<file path="config.mk">
export PLATFORM = sky130hd
export DESIGN_NAME = clk_div_monitor_flat
export DESIGN_NICKNAME = d
export VERILOG_FILES = /design/src/rtl/clk_div_monitor_if.sv /design/src/rtl/clk_div_monitor.sv /design/src/flat_wrapper.sv
export SDC_FILE = /design/constraint.sdc
export NUM_CORES = 1
export LEC_CHECK = 0
export BUFFER_PORTS_ARGS = -buffer_cell sky130_fd_sc_hd__buf_4
export CAP_MARGIN = 30
export CELL_PAD_IN_SITES_DETAIL_PLACEMENT = 0
export CELL_PAD_IN_SITES_GLOBAL_PLACEMENT = 1
export CORE_ASPECT_RATIO = 1.1
export CORE_MARGIN = 3
export CORE_UTILIZATION = 35
export DETAILED_ROUTE_END_ITERATION = 7
export PLACE_DENSITY_LB_ADDON = 0.25
export SYNTH_ARGS = -nofsm -noshare
export SYNTH_HDL_FRONTEND = slang
export SYNTH_SLANG_ARGS = --single-unit
</file>
<file path="constraint.sdc">
create_clock -name Clk -period 3.84 [get_ports Clk]
set_input_delay 0.192 -clock Clk [delete_from_list [all_inputs] [get_ports Clk]]
set_output_delay 0.192 -clock Clk [all_outputs]
set_load 0.1 [all_outputs]
</file>
<file path="src/rtl/clk_div_monitor_if.sv">
// ---------------------------------------------------------------------------
// clk_div_monitor_if
//
// Bundles the slow-clock input, the flag-clear request and every status /
// measurement output of clk_div_monitor. Clock and reset stay plain ports on
// the module itself.
//
// Signals:
//   SlowIn      divided clock, asynchronous to the board clock
//   Clear       clears the sticky flags and the glitch counter
//   RiseStb     one-cycle strobe on each synchronised rising edge
//   FallStb     one-cycle strobe on each synchronised falling edge
//   HighCnt     last measured high half-period (board clock cycles)
//   LowCnt      last measured low half-period (board clock cycles)
//   PeriodCnt   LowCnt + HighCnt, updated on each rising edge
//   Valid       PeriodCnt holds a complete measurement
//   Locked      half-periods are tracking the expected divide value
//   LossFlag    sticky: slow clock stopped toggling
//   GlitchFlag  sticky: a half-period went out of tolerance while locked
//   ErrCnt      number of glitches, saturating at 255
//
// Modports:
//   master  consumer/stimulus side (drives SlowIn, Clear; reads status)
//   slave   monitor side (reads SlowIn, Clear; drives status)
// ---------------------------------------------------------------------------
interface clk_div_monitor_if #(
    parameter int CNT_W = 16
);
    logic             SlowIn;
    logic             Clear;
    logic             RiseStb;
    logic             FallStb;
    logic [CNT_W-1:0] HighCnt;
    logic [CNT_W-1:0] LowCnt;
    logic [CNT_W:0]   PeriodCnt;
    logic             Valid;
    logic             Locked;
    logic             LossFlag;
    logic             GlitchFlag;
    logic [7:0]       ErrCnt;

    modport master (
        output SlowIn,
        output Clear,
        input  RiseStb,
        input  FallStb,
        input  HighCnt,
        input  LowCnt,
        input  PeriodCnt,
        input  Valid,
        input  Locked,
        input  LossFlag,
        input  GlitchFlag,
        input  ErrCnt
    );

    modport slave (
        input  SlowIn,
        input  Clear,
        output RiseStb,
        output FallStb,
        output HighCnt,
        output LowCnt,
        output PeriodCnt,
        output Valid,
        output Locked,
        output LossFlag,
        output GlitchFlag,
        output ErrCnt
    );
endinterface

</file>
<file path="src/rtl/clk_div_monitor.sv">
// ---------------------------------------------------------------------------
// clk_div_monitor
//
// Board-clock receiver for the divided clock produced by the clock divider.
// The slow clock is synchronised into the Clk domain, its edges are turned
// into one-cycle strobes, and the high, low and full periods are measured in
// Clk cycles. Each half-period is compared against the expected divide value
// to drive a small lock FSM (IDLE / ACQ / TRACK / LOST) that reports lock,
// loss-of-clock and glitch status for logic that consumes slow-domain data.
//
// Parameters:
//   SYNC_STAGES  synchroniser depth (>= 2)
//   EXP_HALF     expected half-period in Clk cycles
//   TOL          accepted deviation of a half-period from EXP_HALF
//   LOCK_N       consecutive good half-periods needed to lock
//   TIMEOUT      Clk cycles without an edge that declare the clock lost
//                (must be below 2^CNT_W - 1)
//   CNT_W        counter / measurement width
//
// Ports:
//   Clk   board clock
//   Rst   synchronous, active-high reset (every register returns to 0/IDLE)
//   mon   clk_div_monitor_if.slave: SlowIn, Clear in; strobes, counts,
//         Valid, Locked, LossFlag, GlitchFlag, ErrCnt out (all registered)
// ---------------------------------------------------------------------------
module clk_div_monitor #(
    parameter int SYNC_STAGES = 2,
    parameter int EXP_HALF    = 10,
    parameter int TOL         = 1,
    parameter int LOCK_N      = 4,
    parameter int TIMEOUT     = 64,
    parameter int CNT_W       = 16
) (
    input  logic             Clk,
    input  logic             Rst,
    clk_div_monitor_if.slave mon
);

    localparam int GOOD_W = $clog2(LOCK_N + 1);

    typedef enum logic [1:0] {
        IDLE  = 2'd0,
        ACQ   = 2'd1,
        TRACK = 2'd2,
        LOST  = 2'd3
    } state_t;

    // Saturating increment of the half-period counter.
    function automatic logic [CNT_W-1:0] satIncCnt(input logic [CNT_W-1:0] v);
        return (&v) ? v : v + CNT_W'(1);
    endfunction

    // Saturating increment of the glitch counter.
    function automatic logic [7:0] satIncErr(input logic [7:0] v);
        return (&v) ? v : v + 8'd1;
    endfunction

    // |m - EXP_HALF| <= TOL, evaluated two bits wider than the count so the
    // subtraction can neither wrap nor lose its sign.
    function automatic logic withinTol(input logic [CNT_W-1:0] m);
        logic signed [CNT_W+1:0] diff;
        diff = $signed({2'b00, m}) - $signed((CNT_W+2)'(EXP_HALF));
        if (diff[CNT_W+1]) begin
            diff = -diff;
        end
        return diff <= $signed((CNT_W+2)'(TOL));
    endfunction

    // Synchroniser and edge detection
    logic [SYNC_STAGES-1:0] slowSync;
    logic                   slowPrev;
    logic                   slowNow;
    logic                   edgeEvt;

    // Half-period measurement
    logic [CNT_W-1:0]       halfCnt;
    logic                   measGood;
    logic                   capture;

    // Registered outputs
    logic                   riseQ;
    logic                   fallQ;
    logic [CNT_W-1:0]       highQ;
    logic [CNT_W-1:0]       lowQ;
    logic [CNT_W:0]         periodQ;
    logic                   validQ;
    logic                   lockedQ;
    logic                   lossQ;
    logic                   glitchQ;
    logic [7:0]             errQ;

    // FSM state and next-state values
    state_t                 state;
    state_t                 stateNext;
    logic [GOOD_W-1:0]      goodCnt;
    logic [GOOD_W-1:0]      goodCntNext;
    logic                   haveHighQ;
    logic                   haveHighNext;
    logic                   validNext;
    logic                   lockedNext;
    logic                   lossNext;
    logic                   glitchNext;
    logic [7:0]             errNext;
    logic [7:0]             errBase;

    assign slowNow  = slowSync[SYNC_STAGES-1];
    assign edgeEvt  = slowNow ^ slowPrev;
    // halfCnt still holds the length of the interval the edge just closed.
    assign measGood = withinTol(halfCnt);

    // -----------------------------------------------------------------------
    // FSM state register
    // -----------------------------------------------------------------------
    always_ff @(posedge Clk) begin
        if (Rst) begin
            state <= IDLE;
        end else begin
            state <= stateNext;
        end
    end

    // -----------------------------------------------------------------------
    // FSM next-state and flag logic
    // -----------------------------------------------------------------------
    always_comb begin
        stateNext    = state;
        goodCntNext  = goodCnt;
        haveHighNext = haveHighQ;
        validNext    = validQ;
        lockedNext   = lockedQ;
        lossNext     = lossQ;
        glitchNext   = glitchQ;
        errBase      = errQ;
        capture      = 1'b0;

        // Clear is applied first so that a set in the same cycle wins.
        if (mon.Clear) begin
            lossNext   = 1'b0;
            glitchNext = 1'b0;
            errBase    = 8'd0;
        end
        errNext = errBase;

        if (edgeEvt) begin
            case (state)
                IDLE, LOST: begin
                    // The interval ending here started at an unknown point,
                    // so it is not measured.
                    stateNext    = ACQ;
                    goodCntNext  = '0;
                    haveHighNext = 1'b0;
                end
                ACQ: begin
                    capture = 1'b1;
                    if (measGood) begin
                        goodCntNext = goodCnt + GOOD_W'(1);
                        if (goodCnt == GOOD_W'(LOCK_N - 1)) begin
                            stateNext  = TRACK;
                            lockedNext = 1'b1;
                        end
                    end else begin
                        goodCntNext = '0;
                    end
                end
                TRACK: begin
                    capture = 1'b1;
                    if (!measGood) begin
                        stateNext   = ACQ;
                        goodCntNext = '0;
                        lockedNext  = 1'b0;
                        glitchNext  = 1'b1;
                        errNext     = satIncErr(errBase);
                    end
                end
                default: begin
                    stateNext = IDLE;
                end
            endcase

            if (capture) begin
                if (slowNow) begin
                    // Rising edge closes a low half and completes a period.
                    validNext = validQ | haveHighQ;
                end else begin
                    haveHighNext = 1'b1;
                end
            end
        end else if ((state != LOST) && (halfCnt == CNT_W'(TIMEOUT))) begin
            stateNext    = LOST;
            lockedNext   = 1'b0;
            lossNext     = 1'b1;
            validNext    = 1'b0;
            haveHighNext = 1'b0;
        end
    end

    // -----------------------------------------------------------------------
    // Synchroniser, strobes, counter, measurements and flags
    // -----------------------------------------------------------------------
    always_ff @(posedge Clk) begin
        if (Rst) begin
            slowSync  <= '0;
            slowPrev  <= 1'b0;
            halfCnt   <= '0;
            riseQ     <= 1'b0;
            fallQ     <= 1'b0;
            highQ     <= '0;
            lowQ      <= '0;
            periodQ   <= '0;
            goodCnt   <= '0;
            haveHighQ <= 1'b0;
            validQ    <= 1'b0;
            lockedQ   <= 1'b0;
            lossQ     <= 1'b0;
            glitchQ   <= 1'b0;
            errQ      <= 8'd0;
        end else begin
            slowSync  <= {slowSync[SYNC_STAGES-2:0], mon.SlowIn};
            slowPrev  <= slowNow;
            riseQ     <= slowNow & ~slowPrev;
            fallQ     <= ~slowNow & slowPrev;
            halfCnt   <= edgeEvt ? CNT_W'(1) : satIncCnt(halfCnt);
            goodCnt   <= goodCntNext;
            haveHighQ <= haveHighNext;
            validQ    <= validNext;
            lockedQ   <= lockedNext;
            lossQ     <= lossNext;
            glitchQ   <= glitchNext;
            errQ      <= errNext;

            if (capture) begin
                if (slowNow) begin
                    lowQ    <= halfCnt;
                    periodQ <= {1'b0, halfCnt} + {1'b0, highQ};
                end else begin
                    highQ   <= halfCnt;
                end
            end
        end
    end

    assign mon.RiseStb    = riseQ;
    assign mon.FallStb    = fallQ;
    assign mon.HighCnt    = highQ;
    assign mon.LowCnt     = lowQ;
    assign mon.PeriodCnt  = periodQ;
    assign mon.Valid      = validQ;
    assign mon.Locked     = lockedQ;
    assign mon.LossFlag   = lossQ;
    assign mon.GlitchFlag = glitchQ;
    assign mon.ErrCnt     = errQ;

endmodule

</file>
<file path="src/flat_wrapper.sv">
// flat-port wrapper written by rule: the top's interface ports become plain ports
module clk_div_monitor_flat 
#(
    parameter int SYNC_STAGES = 2,
    parameter int EXP_HALF    = 10,
    parameter int TOL         = 1,
    parameter int LOCK_N      = 4,
    parameter int TIMEOUT     = 64,
    parameter int CNT_W       = 16
)
  (Clk, Rst, mon_SlowIn, mon_Clear, mon_RiseStb, mon_FallStb, mon_HighCnt, mon_LowCnt, mon_PeriodCnt, mon_Valid, mon_Locked, mon_LossFlag, mon_GlitchFlag, mon_ErrCnt);
  clk_div_monitor_if #(.CNT_W(CNT_W)) mon_i ();
  input  logic Clk;
  input  logic Rst;
  input wire logic [$bits(mon_i.SlowIn)-1:0] mon_SlowIn;
  input wire logic [$bits(mon_i.Clear)-1:0] mon_Clear;
  output wire logic [$bits(mon_i.RiseStb)-1:0] mon_RiseStb;
  output wire logic [$bits(mon_i.FallStb)-1:0] mon_FallStb;
  output wire logic [$bits(mon_i.HighCnt)-1:0] mon_HighCnt;
  output wire logic [$bits(mon_i.LowCnt)-1:0] mon_LowCnt;
  output wire logic [$bits(mon_i.PeriodCnt)-1:0] mon_PeriodCnt;
  output wire logic [$bits(mon_i.Valid)-1:0] mon_Valid;
  output wire logic [$bits(mon_i.Locked)-1:0] mon_Locked;
  output wire logic [$bits(mon_i.LossFlag)-1:0] mon_LossFlag;
  output wire logic [$bits(mon_i.GlitchFlag)-1:0] mon_GlitchFlag;
  output wire logic [$bits(mon_i.ErrCnt)-1:0] mon_ErrCnt;
  assign mon_i.SlowIn = mon_SlowIn;
  assign mon_i.Clear = mon_Clear;
  assign mon_RiseStb = mon_i.RiseStb;
  assign mon_FallStb = mon_i.FallStb;
  assign mon_HighCnt = mon_i.HighCnt;
  assign mon_LowCnt = mon_i.LowCnt;
  assign mon_PeriodCnt = mon_i.PeriodCnt;
  assign mon_Valid = mon_i.Valid;
  assign mon_Locked = mon_i.Locked;
  assign mon_LossFlag = mon_i.LossFlag;
  assign mon_GlitchFlag = mon_i.GlitchFlag;
  assign mon_ErrCnt = mon_i.ErrCnt;
  clk_div_monitor #(.SYNC_STAGES(SYNC_STAGES), .EXP_HALF(EXP_HALF), .TOL(TOL), .LOCK_N(LOCK_N), .TIMEOUT(TIMEOUT), .CNT_W(CNT_W)) u_core (.Clk(Clk), .Rst(Rst), .mon(mon_i));
endmodule
</file>
==> results.json, run 1 <==
{
  "outcome": "completed",
  "cp_cell_sequence": "or4_1, o31a_1, or3_1, a211o_1, a221oi_4, a221o_1, mux2i_1, nor2_1",
  "clock_latency_ps": 350,
  "place_area_um2": 5360,
  "cp-end-kind": "flip-flop",
  "power_density_nw_per_um2": 341,
  "diodes": 0,
  "final_area_um2": 5640,
  "path_class": "flip-flop to flip-flop",
  "syn_nets": 624,
  "via_per_inst": 5.30,
  "slew_headroom": 0.358,
  "grt_max_degree": 73,
  "die_w_um": 116,
  "timing.final.crit_share": 0.885,
  "async_reset_ff_frac": 0,
  "yosysTopAreaCell": "dfxtp_1",
  "slew_violations": 0,
  "synthCells": 589,
  "finalSetupViolations": 0,
  "routedWlPerCell_um": 15.7,
  "yosysTopAreaCellShare": 0.375,
  "syn_area_um2": 4700,
  "antenna_found_initial": 0,
  "finalSetupTns_ps": 0,
  "holdBufCountCts": 0,
  "nNetsFinal": 679,
  "initial_utilization": 0.365,
  "synth.area.top_cells": "dfxtp_1 (37%), ha_1 (8.0%), nand2_1 (7.9%)",
  "synth_top_flop_cell": "dfxtp_1",
  "critPathRequiredTime_ps": 4050,
  "area_growth_pct": 20.0,
  "slowest_delay_ps": 700,
  "ctsRootBufferMaster": "clkbuf_16",
  "clock_path_buffers": 2,
  "hold_ws_ps": 74.9,
  "hold_violations": 0,
  "io_pins": 67,
  "crit_family": "compound AO/OA/AOI/OAI gates",
  "fin_skew_ps": 6.96,
  "core-area_um2": 12900,
  "fin_ws_ps": 443,
  "yosysSeqAreaShare": 0.375,
  "drt-initial-drc-count": 288,
  "dr.pass1.iters": 5,
  "rsz0062_at_grt": "no",
  "dp_slack_ps": 483,
  "total_power_mw": 1.92,
  "finalNonFillerCells": 806,
  "cts_resized": 0,
  "hpwlAfterDp_um": 9200,
  "syn_area_per_cell_um2": 7.98,
  "crit_fanout": 13,
  "worstSetupStartpointType": "flip-flop",
  "cts_made_buffers": 9,
  "synth_cell_types": 60,
  "synth_edf_count": 0,
  "arrival_ps": 3610,
  "ys_ff_latch": 88,
  "grt_pass1_wl_um": 20500,
  "maxCapViolCount": 0,
  "post_cts_buffers": 0,
  "io_buffers": 66,
  "clkSinkCount": 88,
  "h-tree-depth": 3,
  "die_area_um2": 14900,
  "place_congestion": 0.908,
  "vias": 4270,
  "grt_overflow": 0,
  "hold_path.class": "primary input to flip-flop",
  "drc_errors": 0,
  "slowest_stage": "or4_1",
  "crit_buf_inv": 0,
  "grt_usage": 0.174,
  "wl_um": 12600,
  "fin_util": 0.439,
  "total_leakage_power_nw": 2.21,
  "cts_tree": "yes",
  "ant_nets": 0,
  "std_cell_rows": 43,
  "ir_worst_vdd_mv": 0.201,
  "drive_above_1_share": 0.154,
  "tightest_slew_ps": 954,
  "grt_pass1_vias": 4056,
  "dp.cells": 790,
  "period_needed_ps": 3400,
  "clk_pin_slew_ps": 60,
  "yosysWarnings": 0,
  "fmax_mhz": 294,
  "chipHeight_um": 128
}
routing by layer:
metal | routed length [um] | vias up | track usage
met1 | 6270 | 1977 | 0.241
met2 | 5550 | 96 | 0.265
met5 | 0 | - | 0
met3 | 538 | 21 | 0.0388
li1 | - | 2176 | -
met4 | 286 | 0 | 0.0628
cells in the mapped netlist, drive strengths merged (11+ instances only):
library cell / instances
a21oi: 57
clkbuf: 32
nand2: 99
ha: 30
o21ai: 19
inv: 22
dfxtp: 88
xnor2: 11
nor3: 14
nand3: 23
xor2: 11
or3: 12
nor2: 51
nor2b: 19
layout by cell type, fill, tap and decap left out, types with 2 or more instances in the layout:
cell       count
buf_4         80
nor3_1        13
o21a_1         5
a21oi_1       57
clkbuf_1       4
dfxtp_1       88
ha_1          30
inv_1         22
and3_1         4
nand2b_1       4
nor4b_1        2
a21boi_1       2
or4_1          3
a31oi_1        5
nor4_1         4
a211o_1        3
o311a_1        2
a221o_1        2
nand3_1       23
a211oi_1       7
a311oi_1       2
nand4_1        8
a21o_1         3
o21ai_0       18
mux2i_1        4
nand3b_1       2
xnor2_1       11
clkbuf_16      9
a31o_2         2
nand4b_1       3
a2bb2oi_1      2
o31a_1         3
nor2_1        51
or3_1         12
o31ai_1        4
nor2b_1       19
xor2_1        11
and4b_1        2
nand2_1       99
power by group:
group | leakage, nW | total (mW) | switching (mW) | internal, mW
Clock | 0.134 | 0.864 | 0.359 | 0.504
Sequential | 0.710 | 0.926 | 0.00603 | 0.920
Combinational | 1.37 | 0.131 | 0.0907 | 0.0404
Total | 2.21 | 1.92 | 0.456 | 1.47
cell type report:
| class | instances | area, um^2 |
|---|---|---|
| Fill cell | 1307 | 7220 |
| Multi-Input combinational cell | 443 | 2720 |
| Sequential cell | 88 | 1760 |
| Timing Repair Buffer | 80 | 601 |
| Clock buffer | 13 | 240 |
| Tap cell | 157 | 196 |
| Inverter | 22 | 82.6 |
| Clock inverter | 3 | 42.5 |
worst paths after layout:
| kind | endpoint | from | depth (start not counted) | slack (ps) |
|---|---|---|---|---|
| hold / removal | u_core.slowSync[0] | mon_SlowIn | 2 | 70 |
| setup / recovery | u_core.mon.ErrCnt[1] | u_core.halfCnt[5] | 8 | 440 |
| setup reg to reg | u_core.mon.ErrCnt[1] | u_core.halfCnt[5] | 8 | 440 |
| hold reg to reg | u_core.slowSync[1] | u_core.slowSync[0] | 1 | 440 |
kinds of logic after synthesis:
logic type	count (synthesis)	share of synthesized area
AND/OR/NAND/NOR	252	0.253
XOR/XNOR	22	0.0410
buffers and inverters	58	0.0485
multiplexers	4	0.00852
adder cells (fa/ha/maj)	31	0.0841
AO/OA/AOI/OAI	134	0.190
flip-flops	88	0.375
sequential cells by signal (all words and copies together), names as in the netlist, 2 cells and up:
| signal | count |
|---|---|
| u_core.mon.HighCnt | 16 |
| u_core.goodCnt | 3 |
| u_core.state | 2 |
| u_core.mon.LowCnt | 16 |
| u_core.slowSync | 2 |
| u_core.mon.ErrCnt | 8 |
| u_core.mon.PeriodCnt | 17 |
| u_core.halfCnt | 16 |
Note: power is estimated with default switching activity, not from simulation.
==> inputs of run 2 (changes only) <==
CELL_PAD_IN_SITES_GLOBAL_PLACEMENT = 2   (was 1)
CORE_UTILIZATION = 34   (was 35)
==> run 2 against run 1 <==
Sequential power is essentially flat. Highest routed layer unchanged. Count of clock-buffer cells in the layout shrank 2. Flip-flop and latch count unchanged. Via count up 1.0%. Routed wire length grew 0.63%. Combinational power hardly changed. Fmax increased by 0.75%.
==> results.json, run 2 (synthesis gave the netlist of run 1 again) <==
{
  "ctsRootBufferMaster": "clkbuf_16",
  "grt_max_degree": 73,
  "grt_pass1_vias": 4224,
  "seqPwrFrac": 0.461,
  "crit_fanout": 12,
  "crit_buf_inv": 1,
  "ant_nets": 0,
  "core-area_um2": 13400,
  "antenna_found_initial": 0,
  "cts_made_buffers": 9,
  "die_w_um": 118,
  "maxCapViolCount": 0,
  "rr_endpoint": "u_core.mon.ErrCnt[1]",
  "cts_resized": 0,
  "multi_input_area_um2": 2720,
  "cts_tree": "yes",
  "drive_above_1_share": 0.157,
  "slew_headroom": 0.474,
  "outcome": "completed",
  "hpwlAfterDp_um": 9140,
  "layout_commonest_cell": "nand2_1",
  "largest_register_ffs": 17,
  "holdPathStages": 2,
  "rsz0062_at_grt": "no",
  "p_switching_mw": 0.479,
  "post_cts_buffers": 0,
  "nNetsFinal": 679,
  "rrSetupSlack_ps": 470,
  "routedWlPerCell_um": 15.3,
  "cp-end-kind": "flip-flop",
  "hold_ws_ps": 84.0,
  "slowest_delay_ps": 570,
  "finalSetupViolations": 0,
  "timing.final.crit_share": 0.878,
  "total_leakage_power_nw": 2.22,
  "clock_path_buffers": 2,
  "io_buffers": 66,
  "drc_errors": 0,
  "p_int_mw": 1.53,
  "place_congestion": 0.820,
  "power_density_nw_per_um2": 352,
  "grt_pass1_wl_um": 21300,
  "arrival_ps": 3580,
  "drt-initial-drc-count": 255,
  "finalSetupTns_ps": 0,
  "wl_um": 12700,
  "tightest_slew_ps": 789,
  "worstSetupStartpointType": "flip-flop",
  "fin_skew_ps": 7.30,
  "diodes": 0,
  "dp.cells": 817,
  "initial_utilization": 0.351,
  "h-tree-depth": 3,
  "ff_latch_area_um2": 1760,
  "hold_path.class": "primary input to flip-flop",
  "io_pins": 67,
  "std_cell_rows": 44,
  "slew_violations": 0,
  "holdBufCountCts": 0,
  "min_to": "u_core.slowSync[0]",
  "via_per_inst": 5.18,
  "r2r_start": "u_core.halfCnt[2]",
  "die_area_um2": 15300,
  "grt_usage": 0.172,
  "vias": 4313,
  "finalNonFillerCells": 833,
  "crit_family": "compound AO/OA/AOI/OAI gates",
  "clkSinkCount": 88,
  "p_sw_frac": 0.238,
  "slowest_stage": "dfxtp_1",
  "clockPowerShare": 0.474,
  "critPathRequiredTime_ps": 4050,
  "cp_cell_sequence": "inv_1, ha_1, nor2b_1, a21oi_1, a211o_1, a211o_1, a221oi_4, a221o_1, mux2i_1, nor2_1",
  "clock_latency_ps": 340,
  "timing.critical_path.mode_cell": "a211o_1",
  "num-fill-cells": 1419,
  "fmax_mhz": 297,
  "path_class": "flip-flop to flip-flop",
  "grt_overflow": 0,
  "combPwrFrac": 0.065,
  "area_growth_pct": 21.4,
  "hold_violations": 0,
  "rr_worst_depth": 10,
  "period_needed_ps": 3370,
  "chipHeight_um": 129,
  "hold_start": "mon_SlowIn",
  "final_cell_mix": "nand2_1 (99), dfxtp_1 (88), buf_4 (80)",
  "ir_worst_vdd_mv": 0.157,
  "clk_pin_slew_ps": 70,
  "dr.pass1.iters": 4
}
==> run 2: cell type report <==
cell class | count | share of cell area
Inverter | 22 | 0.0145
Tap cell | 184 | 0.0404
Timing Repair Buffer | 80 | 0.105
Clock inverter | 5 | 0.0143
Sequential cell | 88 | 0.309
Multi-Input combinational cell | 443 | 0.476
Clock buffer | 11 | 0.0408
==> run 2: routing by layer <==
metal  track usage  wire, um  part of all wire  vias up
met4        0.0669       211             0.017        0
met3        0.0275       491             0.039       16
met1         0.231      6200              0.49     2047
met2         0.280      5830              0.46       76
li1              -         -                 -     2174
met5             0         0                 0        -
==> run 2: how the worst max path moves through the flow <==
stage,startpoint,end,slack (ps),depth (start not counted)
2_1_floorplan,u_core.mon.HighCnt[0],u_core.mon.PeriodCnt[14],560,11
6_report,u_core.halfCnt[2],u_core.mon.ErrCnt[1],470,10
3_3_place_gp,u_core.halfCnt[6],u_core.mon.ErrCnt[1],590,8
4_1_cts,u_core.halfCnt[2],u_core.mon.ErrCnt[1],480,10
3_5_place_dp,u_core.halfCnt[2],u_core.mon.ErrCnt[1],470,10
5_1_grt,u_core.halfCnt[2],u_core.mon.ErrCnt[1],230,10
==> run 2: power groups by stage <==
stage / clock [mW] / sequential, mW / combinational [mW]
after floorplan: 0 / 0.959 / 0.0824
after global placement: 0 / 0.947 / 0.132
after detailed placement: 0 / 0.947 / 0.133
after CTS: 0.980 / 0.926 / 0.133
after global routing: 1.01 / 0.927 / 0.146
final: 0.953 / 0.926 / 0.132
==> run 2: worst register-to-register path, delay by kind of cell, from the launching register on <==
| family | cells | cell delay [ps] |
|---|---|---|
| adders and majority gates | 1 | 260 |
| and+or+nand+nor | 2 | 450 |
| buffers and inverters | 1 | 150 |
| AOI/OAI and AO/OA | 5 | 1570 |
| DFF | 1 | 570 |
| muxes | 1 | 220 |
==> run 2: through the flow <==
stage	util	setup slack [ps]	instance area [um^2]	power, mW
2_1_floorplan	-	559	4700	1.04
3_5_place_dp	0.403	468	5390	1.08
6_report	0.426	469	5700	2.01
3_3_place_gp	0.403	594	5390	1.08
5_1_grt	0.426	231	5700	2.09
4_1_cts	0.426	478	5700	2.04
